[src/rtl/instr_sequencer.sv]
// instr_sequencer: Run/Done instruction issuer with a host-loaded program store.
// Optional macro SEQ_LOOP_EN: wrap to PC=0 after the last instruction instead of halting.
module instr_sequencer #(
    parameter int AW      = 4,
    parameter int DEPTH   = 16,
    parameter int TIMEOUT = 8
) (
    input  logic          Clock,
    input  logic          Resetn,
    input  logic          WrEn,
    input  logic [AW-1:0] WrAddr,
    input  logic [15:0]   WrData,
    input  logic [AW:0]   ProgLen,
    input  logic          Start,
    input  logic          Stop,
    input  logic          Done,
    output logic [15:0]   DIN,
    output logic          Run,
    output logic          Busy,
    output logic          Halted,
    output logic          Error,
    output logic [AW-1:0] PC,
    output logic [15:0]   InstrCount
);

    typedef enum logic [2:0] {
        S_IDLE,
        S_ISSUE,
        S_WAIT,
        S_HALT,
        S_ERROR
    } state_t;

    localparam int CW = (TIMEOUT < 2) ? 1 : $clog2(TIMEOUT);
    localparam logic [CW-1:0] TMO_LAST = CW'(TIMEOUT - 1);

    state_t          state_q;
    logic [15:0]     mem_q [DEPTH];
    logic [AW:0]     len_q;
    logic            stop_q;
    logic [CW-1:0]   tmo_q;
    logic [15:0]     din_q;
    logic            run_q;
    logic            busy_q;
    logic            halted_q;
    logic            error_q;
    logic [AW-1:0]   pc_q;
    logic [15:0]     cnt_q;

    logic            wr_ok;
    logic            last_d;
    logic            stop_seen_d;
    logic [AW-1:0]   pc_inc_d;
    logic [15:0]     cnt_inc_d;
    logic [AW:0]     len_m1_d;

    // Next-state helpers for the sequencing decisions in WAIT
    always_comb begin
        wr_ok       = (state_q == S_IDLE) || (state_q == S_HALT) ||
                      (state_q == S_ERROR);
        len_m1_d    = len_q - {{AW{1'b0}}, 1'b1};
        last_d      = ({1'b0, pc_q} == len_m1_d);
        stop_seen_d = stop_q | Stop;
        pc_inc_d    = pc_q + {{(AW-1){1'b0}}, 1'b1};
        cnt_inc_d   = (cnt_q == 16'hFFFF) ? cnt_q : cnt_q + 16'd1;
    end

    // Program store: host writes only while no run is in progress
    always_ff @(posedge Clock) begin
        if (WrEn && wr_ok) begin
            mem_q[WrAddr] <= WrData;
        end
    end

    // Sequencer FSM with registered handshake and status outputs
    always_ff @(posedge Clock or negedge Resetn) begin
        if (!Resetn) begin
            state_q  <= S_IDLE;
            len_q    <= '0;
            stop_q   <= 1'b0;
            tmo_q    <= '0;
            din_q    <= '0;
            run_q    <= 1'b0;
            busy_q   <= 1'b0;
            halted_q <= 1'b0;
            error_q  <= 1'b0;
            pc_q     <= '0;
            cnt_q    <= '0;
        end else begin
            run_q <= 1'b0;
            unique case (state_q)
                S_IDLE, S_HALT, S_ERROR: begin
                    if (Start) begin
                        len_q   <= ProgLen;
                        pc_q    <= '0;
                        cnt_q   <= '0;
                        stop_q  <= 1'b0;
                        error_q <= 1'b0;
                        if (ProgLen == '0) begin
                            state_q  <= S_HALT;
                            halted_q <= 1'b1;
                            busy_q   <= 1'b0;
                        end else begin
                            state_q  <= S_ISSUE;
                            halted_q <= 1'b0;
                            busy_q   <= 1'b1;
                            run_q    <= 1'b1;
                            din_q    <= mem_q[0];
                        end
                    end
                end
                S_ISSUE: begin
                    state_q <= S_WAIT;
                    tmo_q   <= '0;
                    if (Stop) begin
                        stop_q <= 1'b1;
                    end
                end
                S_WAIT: begin
                    if (Stop) begin
                        stop_q <= 1'b1;
                    end
                    if (Done) begin
                        cnt_q <= cnt_inc_d;
`ifdef SEQ_LOOP_EN
                        if (stop_seen_d) begin
                            state_q  <= S_HALT;
                            halted_q <= 1'b1;
                            busy_q   <= 1'b0;
                        end else if (last_d) begin
                            state_q <= S_ISSUE;
                            pc_q    <= '0;
                            run_q   <= 1'b1;
                            din_q   <= mem_q[0];
                        end else begin
                            state_q <= S_ISSUE;
                            pc_q    <= pc_inc_d;
                            run_q   <= 1'b1;
                            din_q   <= mem_q[pc_inc_d];
                        end
`else
                        if (last_d || stop_seen_d) begin
                            state_q  <= S_HALT;
                            halted_q <= 1'b1;
                            busy_q   <= 1'b0;
                        end else begin
                            state_q <= S_ISSUE;
                            pc_q    <= pc_inc_d;
                            run_q   <= 1'b1;
                            din_q   <= mem_q[pc_inc_d];
                        end
`endif
                    end else if (tmo_q == TMO_LAST) begin
                        state_q <= S_ERROR;
                        error_q <= 1'b1;
                        busy_q  <= 1'b0;
                    end else begin
                        tmo_q <= tmo_q + {{(CW-1){1'b0}}, 1'b1};
                    end
                end
                default: begin
                    state_q <= S_IDLE;
                    busy_q  <= 1'b0;
                end
            endcase
        end
    end

    assign DIN        = din_q;
    assign Run        = run_q;
    assign Busy       = busy_q;
    assign Halted     = halted_q;
    assign Error      = error_q;
    assign PC         = pc_q;
    assign InstrCount = cnt_q;

endmodule
[config.mk]
export PLATFORM = sky130hd
export DESIGN_NAME = instr_sequencer
export DESIGN_NICKNAME = d
export VERILOG_FILES = /design/src/rtl/instr_sequencer.sv
export SDC_FILE = /design/constraint.sdc
export NUM_CORES = 1
export LEC_CHECK = 0
export ABC_AREA = 1
export BUFFER_PORTS_ARGS = -buffer_cell sky130_fd_sc_hd__buf_2
export CAP_MARGIN = 0
export CORE_MARGIN = 5
export CORE_UTILIZATION = 61
export DETAILED_ROUTE_END_ITERATION = 12
export PLACE_DENSITY_LB_ADDON = 0.25
export SYNTH_ARGS = -nofsm -noshare
export SYNTH_HDL_FRONTEND = slang
export SYNTH_SLANG_ARGS = --single-unit
[constraint.sdc]
create_clock -name Clock -period 2.7 [get_ports Clock]
set_input_delay 0.405 -clock Clock [delete_from_list [all_inputs] [get_ports Clock]]
set_output_delay 0.405 -clock Clock [all_outputs]
set_load 0.01 [all_outputs]
== Yosys cells after proc, flatten, opt, wreduce, memory -nomap -nowiden ==
Memories as Yosys holds them, arrays and structs flattened.
Cells that the tools add are included.

* Bits in latches: 0
* Flip-flop bits (word level): 52
* Memory bits (read-only): 0
* Output and inout bits: 40
* Input bits: 31
* Memory bits (writable): 256
* Memories kept: 1

{| class="wikitable"
|+ Memories
! memory !! words !! bits a word !! read ports !! clocked after memory_dff !! write ports !! RTL line !! source
|-
| mem_q || 16 || 16 || 2 || 0 || 1 || 38 || <nowiki>logic [15:0] mem_q [DEPTH];</nowiki>
|}

* Divide/modulo/power cells: 0
* Multipliers: 0
* Reduce and logical (&&, ||, !) cells: 21
* Shift-type cells: 0
* Mux-type cells: 45
* Bitwise logic cells: 2
* Equality and inequality tests: 19
* $lt $le $gt $ge: 0
* Add/subtract/negate cells: 4

{| class="wikitable"
|+ Operators by type and width
! kind !! count
|-
| $mux 16 || 7
|-
| $pmux 16 s2 || 2
|-
| $reduce_and 4->1 || 5
|-
| $mux 1 || 18
|-
| $ne 2x2->1 const B || 9
|-
| $add 16x1->16 const B || 1
|-
| $eq 16x16->1 const B || 1
|-
| $mux 3 || 5
|-
| $mux 4 || 3
|-
| $pmux 3 s3 || 1
|-
| $pmux 1 s2 || 4
|-
| $pmux 4 s2 || 1
|-
| $eq 3x2->1 const B || 2
|-
| $eq 3x3->1 const B || 2
|-
| $ne 3x3->1 const B || 2
|-
| $pmux 3 s2 || 1
|-
| $reduce_and 3->1 || 2
|-
| $reduce_bool 2->1 || 3
|-
| $eq 4x5->1 || 1
|-
| $logic_not 5->1 || 1
|-
| $reduce_and 5->1 || 1
|-
| $sub 5x1->5 const B || 1
|-
| $add 4x1->4 const B || 1
|-
| $mux 2 || 2
|-
| 12 further kinds || 15
|}

== Logic depth before layout (Yosys ltp) ==
Gate-level depths: netlist of the first run.

* Depth after elaboration: 6
* Mapped depth: 15

== Worst setup path before layout of the first run ==
Ideal clock, no wire load.

* Kind: register -> register
* Start point: register state_q[0]
* End point: memory mem_q[0][0], enable pin
* Data arrival time: 1.837 ns
* Stages on the path, launching flop included: 8
* Setup slack: 0.475 ns
* Library setup time: 0.388 ns
* Path through: dfrtp_1 > inv_1 > o21ai_1 > nor2_1 > inv_2 > nor2_1 > nand3_1 > nor2_1

* Longest elaborated chain between the ends: 6
* Elaborated cells on any way between the ends: 8
* Those cells by class: eq/ne (2); mux (2); reduce/logical (4)

{| class="wikitable"
|+ RTL lines
! what !! RTL line !! source
|-
| from (decl) || 37 || <nowiki>state_t state_q;</nowiki>
|-
| from (signal assigned) || 78 || <nowiki>state_q <= S_IDLE;</nowiki>
|-
| from (signal assigned) || 100 || <nowiki>state_q <= S_HALT;</nowiki>
|-
| from (signal assigned) || 104 || <nowiki>state_q <= S_ISSUE;</nowiki>
|-
| $eq 3x2->1 or $logic_not 3->1 (tied branches) || 59 || <nowiki>wr_ok = (state_q == S_IDLE) || (state_q == S_HALT) ||</nowiki>
|-
| $logic_or 1x1->1 || 59 ||
|-
| $logic_or 1x1->1 (*) || 59 ||
|-
| $logic_and 1x1->1 (*) || 70 || <nowiki>if (WrEn && wr_ok) begin</nowiki>
|-
| $mux 1 (*) || 70 ||
|-
| $mux 1 (not written as such) (*) || 71 || <nowiki>mem_q[WrAddr] <= WrData;</nowiki>
|-
| to (decl) || 38 ||
|}

Mark *: on every way between the ends. The rest lies on a longest branch, timed or not.

== Worst setup path after layout of the first run ==
* Start point: register state_q[0]
* End point: memory mem_q[9][11], enable pin

The elaborated chain is that of the path after synthesis.

==> out/metrics.cfg, run 1 <==
[run]
max-cap-violations = 0

[hold_path]
hold_path_class = in2async

[final_layout]
nets = 1370
ff_latch_area_um2 = 8990
final_common_cell = nor2_1
fillers = 1513
post-route-util_pct = 70.7
multiInputGateArea_um2 = 3740
antennaDiodeCount = 0
areaGrowthSynthToFinish_pct = 13.5
finish.instance_area_um2 = 15000
layout-drive-gt1-share_pct = 12.7
final_cell_mix = 305 x nor2_1, 256 x edfxtp_1, 190 x nand2_1, 139 x nand3_1, 137 x o21ai_0

[power_and_ir_drop]
pwr_density_cell_nw_per_um2 = 892
p_leak_nw = 5.83
peakVddDrop_uv = 725

[floorplan]
die_area_um2 = 24600
rows = 53
start_util_pct = 62.3
core_um2 = 21200
pin_count = 71
die_x_um = 157
die_h_um = 157

[clocking]
cts-resized-gates = 0
cts.sinks = 308
cts.hold.buffers_added = 0
tritoncts = built
ctsLongestPathBuffers = 3
worstSkewPairLatency_ns = 0.58
cts_setup_buffers = 0
clock-root-buffer = clkbuf_16
h-tree-depth = 1
clk_pin_slew_ns = 0.06
numCtsBuffers = 30

[synthesis]
synth-seq-cells = 308
yosysWarnings = 0
avgSynthCellArea_um2 = 10.5
synth_compound_area_share_pct = 6.17
synth.net_count = 1288
synth_top_family_by_area = simple AND/OR/NAND/NOR gates
synth_simple_gate_area_share_pct = 20.4
yosys-mux-area-fraction_pct = 0.0854
yosysSeqAreaShare_pct = 68.2
synth-adder-area-share_pct = 0.475
synth.distinct_cells = 33
syn_area_um2 = 13200
synthXorXnorAreaFrac_pct = 1.11
synthCells = 1252

[drt]
dr.pass1.iters = 6
routed_wl_um = 32000
drc = 0
avgViaCountPerCell = 5.84
vias = 9524
dr.first_iter.drc_count = 1148
wire_per_inst_um = 19.6
detail-route-antenna-nets = 0

[sta]
finalMaxSlewViolations = 0
skew_ns = 0.0373
fin_crit_sh_pct = 90.8
max_slew_margin_pct = 40.0
max_freq_mhz = 408
hold_slack_ns = -0.0120
rsz0062_at_grt = false
tns_ns = 0
final-setup-viol-count = 0
hold_viol_final = 12
min_period_ns = 2.45
worst_slew_pin_slew_ns = 0.899

[placement]
hpwl_um = 20400
gp_congestion = 0.866
dpl_cell_area_um2 = 14000
portBuffers = 70

[global_routing]
grt.overflow.total = 0
grt_max_degree = 89
grt_pass1_vias = 8913
antenna_found_initial = 0
grt_first_pass_wirelength_um = 49900
grt_use_total_pct = 26.0

[worst_setup_path]
path_class = reg2reg
worstReg2RegEnd = mem_q[9][11]
path_max_fanout = 8
worst_setup_path_end_kind = flip-flop
timing.reg2reg.setup_slack_ns = 0.25
worstPathRequired_ns = 2.94
reg2regPathDepth = 8
rr_startpoint = state_q[0]
crit_path_start_kind = flip-flop
critical_path_arrival_ns = 2.69

[status]
violations = hold timing
outcome = complete, but fails checks

[where the power goes]
group | internal [mW] | switching, mW | leakage (nW)
Clock | 2.35 | 1.74 | 0.477
Sequential | 5.49 | 0.219 | 2.99
Combinational | 1.12 | 2.43 | 2.37
Total | 8.96 | 4.39 | 5.83
[cell usage after synthesis, drive strengths merged]
cell	n	share of area (%)
nor2	306	8.8
edfxtp	256	58
nand2	192	5.5
o21ai	151	5.7
nand3	140	5.4
dfrtp	52	9.9
inv	50	1.4
buf	35	1.4
clkbuf	26	0.74
xor2	14	0.99
nor3	9	0.43
ha	5	0.47
a21oi	3	0.11
nand4	2	0.095
o211ai	2	0.11
o22ai	2	0.095
o31ai	2	0.11
and2	1	0.047
mux2	1	0.085
nand3b	1	0.057
nor4	1	0.047
xnor2	1	0.12
[critical path, cell delays in order (launching register included)]
cell and delay, ns:
dfrtp_1 0.42, inv_1 0.11, o21ai_1 0.08, nor2_1 0.21, inv_2 0.09, nor2_1 0.39, nand3_1 0.25, nor2_1 0.32
buf_4 0.26
[through the flow]
stage / power [mW] / worst slack (ns) / instances
floorplan: 8.13 / 0.475 / 1252
global placement: 9.24 / 0.496 / 1577
detailed placement: 9.30 / 0.402 / 1577
CTS: 13.4 / 0.347 / 1632
global route: 14.0 / 0.200 / 1632
finish: 13.3 / 0.249 / 1632
[sequential cells by signal (all words and copies together), names as in the netlist, 3 cells and up]
register and cells:
DIN 16, InstrCount 16, PC 4, len_q 5, mem_q 256, state_q 3
tmo_q 3
[how the worst max path moves through the flow]
stage               slack [ns]            to  cells after the start        from
floorplan                 0.47   mem_q[0][0]                      7  state_q[0]
global placement          0.50  mem_q[9][11]                      8  state_q[0]
detailed placement        0.40  mem_q[9][11]                      8  state_q[0]
CTS                       0.35  mem_q[9][13]                      8  state_q[0]
global route              0.20  mem_q[9][11]                      8  state_q[0]
finish                    0.25  mem_q[9][11]                      8  state_q[0]
[metal layers]
metal | up-vias | track usage (%) | part of all wire [%]
li1 | 4451 | - | -
met2 | 517 | 40.8 | 46
met4 | 0 | 6.36 | 2.2
met5 | - | 0 | 0
met1 | 4496 | 39.3 | 42
met3 | 60 | 3.71 | 10
[layout make-up]
cell class	count	area share [%]
clock buffers	35	5.21
multi-input cells	833	25.0
well taps	275	2.30
inverters	50	1.25
repair buffers	111	4.90
clock inverters	20	1.29
flip-flops and latches	308	60.1
[cell families (layout without fill, tap and decap cells)]
group,Yosys count,count (layout)
adders and majority gates,5,5
xor gates and xnor gates,15,15
AOI/OAI and AO/OA,160,160
and+or+nand+nor,652,652
buffers and inverters,111,216
muxes,1,1
DFF,308,308
Note: power is estimated with default switching activity, not from simulation.
==> run 2: changes to the inputs <==
CORE_UTILIZATION = 50   (was 61)
==> run 2 against run 1 <==
The run now ends clean; wire length is 0.18% higher; sequential share of layout area down 0.43 points; critical endpoint is now mem_q[10][5]; worst setup slack improved by 0.063 ns; highest routed layer unchanged.
==> out/metrics.cfg, run 2 (same netlist as run 1, synthesis figures left out) <==
[final_layout]
layout-drive-gt1-share_pct = 13.0
top_register = mem_q
nets = 1369
largest_reg_flops = 256
finish.instance_area_um2 = 15100
antennaDiodeCount = 0
final_cell_mix = 305 x nor2_1, 256 x edfxtp_1, 190 x nand2_1, 139 x nand3_1, 137 x o21ai_0
areaGrowthSynthToFinish_pct = 14.4
finalNonFillerCells = 1692
final_common_cell = nor2_1

[worst_setup_path]
worst_setup_path_end_kind = flip-flop
worst_path_max_delay_cell = dfrtp_1
rr_startpoint = state_q[0]
timing.reg2reg.setup_slack_ns = 0.31
critPathMaxStageDelay_ns = 0.42
crit_path_start_kind = flip-flop
cp_common_cell = nor2_1
worstPathRequired_ns = 2.94
path_class = reg2reg
path_cells = inv_1, o21ai_1, nor2_1, inv_2, nor2_1, nand3_1, nor2_1, buf_4
critical_path_arrival_ns = 2.63
reg2regPathDepth = 8
cp_top_family = simple AND/OR/NAND/NOR gates
worstReg2RegEnd = mem_q[10][5]
path_max_fanout = 8
path_buf_inv = 3

[drt]
highest_layer = met4
detail-route-antenna-nets = 0
dr.first_iter.drc_count = 1102
routed_wl_um = 32100
wire_per_inst_um = 18.9
wl_met3_um = 2710
vias = 9344
met2_length_um = 15000
wl_met1_um = 13900
dr.pass1.iters = 5
avgViaCountPerCell = 5.52
drc = 0

[power_and_ir_drop]
power.switching_mw = 4.30
peakVddDrop_uv = 713
power_frac_clock_pct = 32.3
pwr_density_cell_nw_per_um2 = 894
p_sw_share_pct = 31.9
p_int_mw = 9.17
power_mw = 13.5
pwr-share-seq_pct = 42.4
p_leak_nw = 5.85
p_comb_share_pct = 25.3

[sta]
rsz0062_at_grt = false
max_slew_margin_pct = 45.5
hold_viol_final = 0
fin_crit_sh_pct = 88.4
final-setup-viol-count = 0
finalMaxSlewViolations = 0
setup_ws_ns = 0.312
tns_ns = 0
worst_slew_pin_slew_ns = 0.817
max_freq_mhz = 419
min_period_ns = 2.39
skew_ns = 0.0135

[clocking]
worstSkewPairLatency_ns = 0.55
h-tree-depth = 1
cts.sinks = 308
clock-root-buffer = clkbuf_16
cts-resized-gates = 0
tritoncts = built
ctsLongestPathBuffers = 3
clk_pin_slew_ns = 0.07
numCtsBuffers = 31

[run]
max-cap-violations = 0

[placement]
gp_congestion = 0.829
post-place-cells = 1634
portBuffers = 70
hpwl_um = 20500
pre_cts_slack_ns = 0.381
dpl_cell_area_um2 = 14000

[global_routing]
grt_first_pass_wirelength_um = 49600
grt_pass1_vias = 8888
grt.overflow.total = 0
grt_max_degree = 129
antenna_found_initial = 0
grt_use_total_pct = 21.5

[floorplan]
die_x_um = 172
rows = 59
die_area_um2 = 29700
die_h_um = 172
pin_count = 71
core_um2 = 26000
start_util_pct = 50.7

[hold_path]
min_from = ProgLen[1]
whs_endpoint = len_q[1]
hold_path_class = in2reg
hold_path_depth = 3

[status]
outcome = finished, final reports clean

-- run 2: worst max-delay path by stage --
stage,startpoint,to,slack (ns),cells past startpoint
2_1_floorplan,state_q[0],mem_q[0][0],0.47,7
3_3_place_gp,state_q[0],mem_q[10][5],0.39,8
3_5_place_dp,state_q[0],mem_q[10][8],0.38,8
4_1_cts,state_q[0],mem_q[10][9],0.36,8
5_1_grt,state_q[0],mem_q[15][5],0.15,8
6_report,state_q[0],mem_q[10][5],0.31,8
-- run 2: metrics by stage --
step                      util [%]  hold slack (ns)
after floorplan                  -            0.109
after global placement        54.0            0.452
after detailed placement      54.0            0.462
after CTS                     58.0           0.0558
after global routing          58.0           0.0891
final                         58.0           0.0839
-- run 2: power by group through the flow --
stage | sequential, mW | combinational [mW] | clock [mW]
4_1_cts | 5.71 | 3.43 | 4.43
2_1_floorplan | 5.80 | 2.33 | 0
6_report | 5.71 | 3.41 | 4.36
3_3_place_gp | 5.81 | 3.37 | 0
3_5_place_dp | 5.81 | 3.41 | 0
5_1_grt | 5.74 | 3.85 | 4.62
-- run 2: cell type report --
type	count	area, um2
fillers	2218	10900
flip-flops and latches	308	8990
multi-input cells	833	3740
clock buffers	36	805
repair buffers	109	708
well taps	335	419
clock inverters	21	225
inverters	50	188
-- run 2: what timing repair did --
item	CTS	global route
hold buffers	1	0
setup buffers	0	0
endpoints found under the hold margin	35	0
-- run 2: tightest hold or removal path: stages --
cell	delay, ns
buf_2	0.09
nand2_1	0.04
o21ai_0	0.06
-- run 2: metal layers --
layer | global-route usage, % | up-vias
li1 | - | 4444
met5 | 0 | -
met3 | 3.70 | 35
met2 | 34.7 | 366
met1 | 31.1 | 4499
met4 | 4.31 | 0
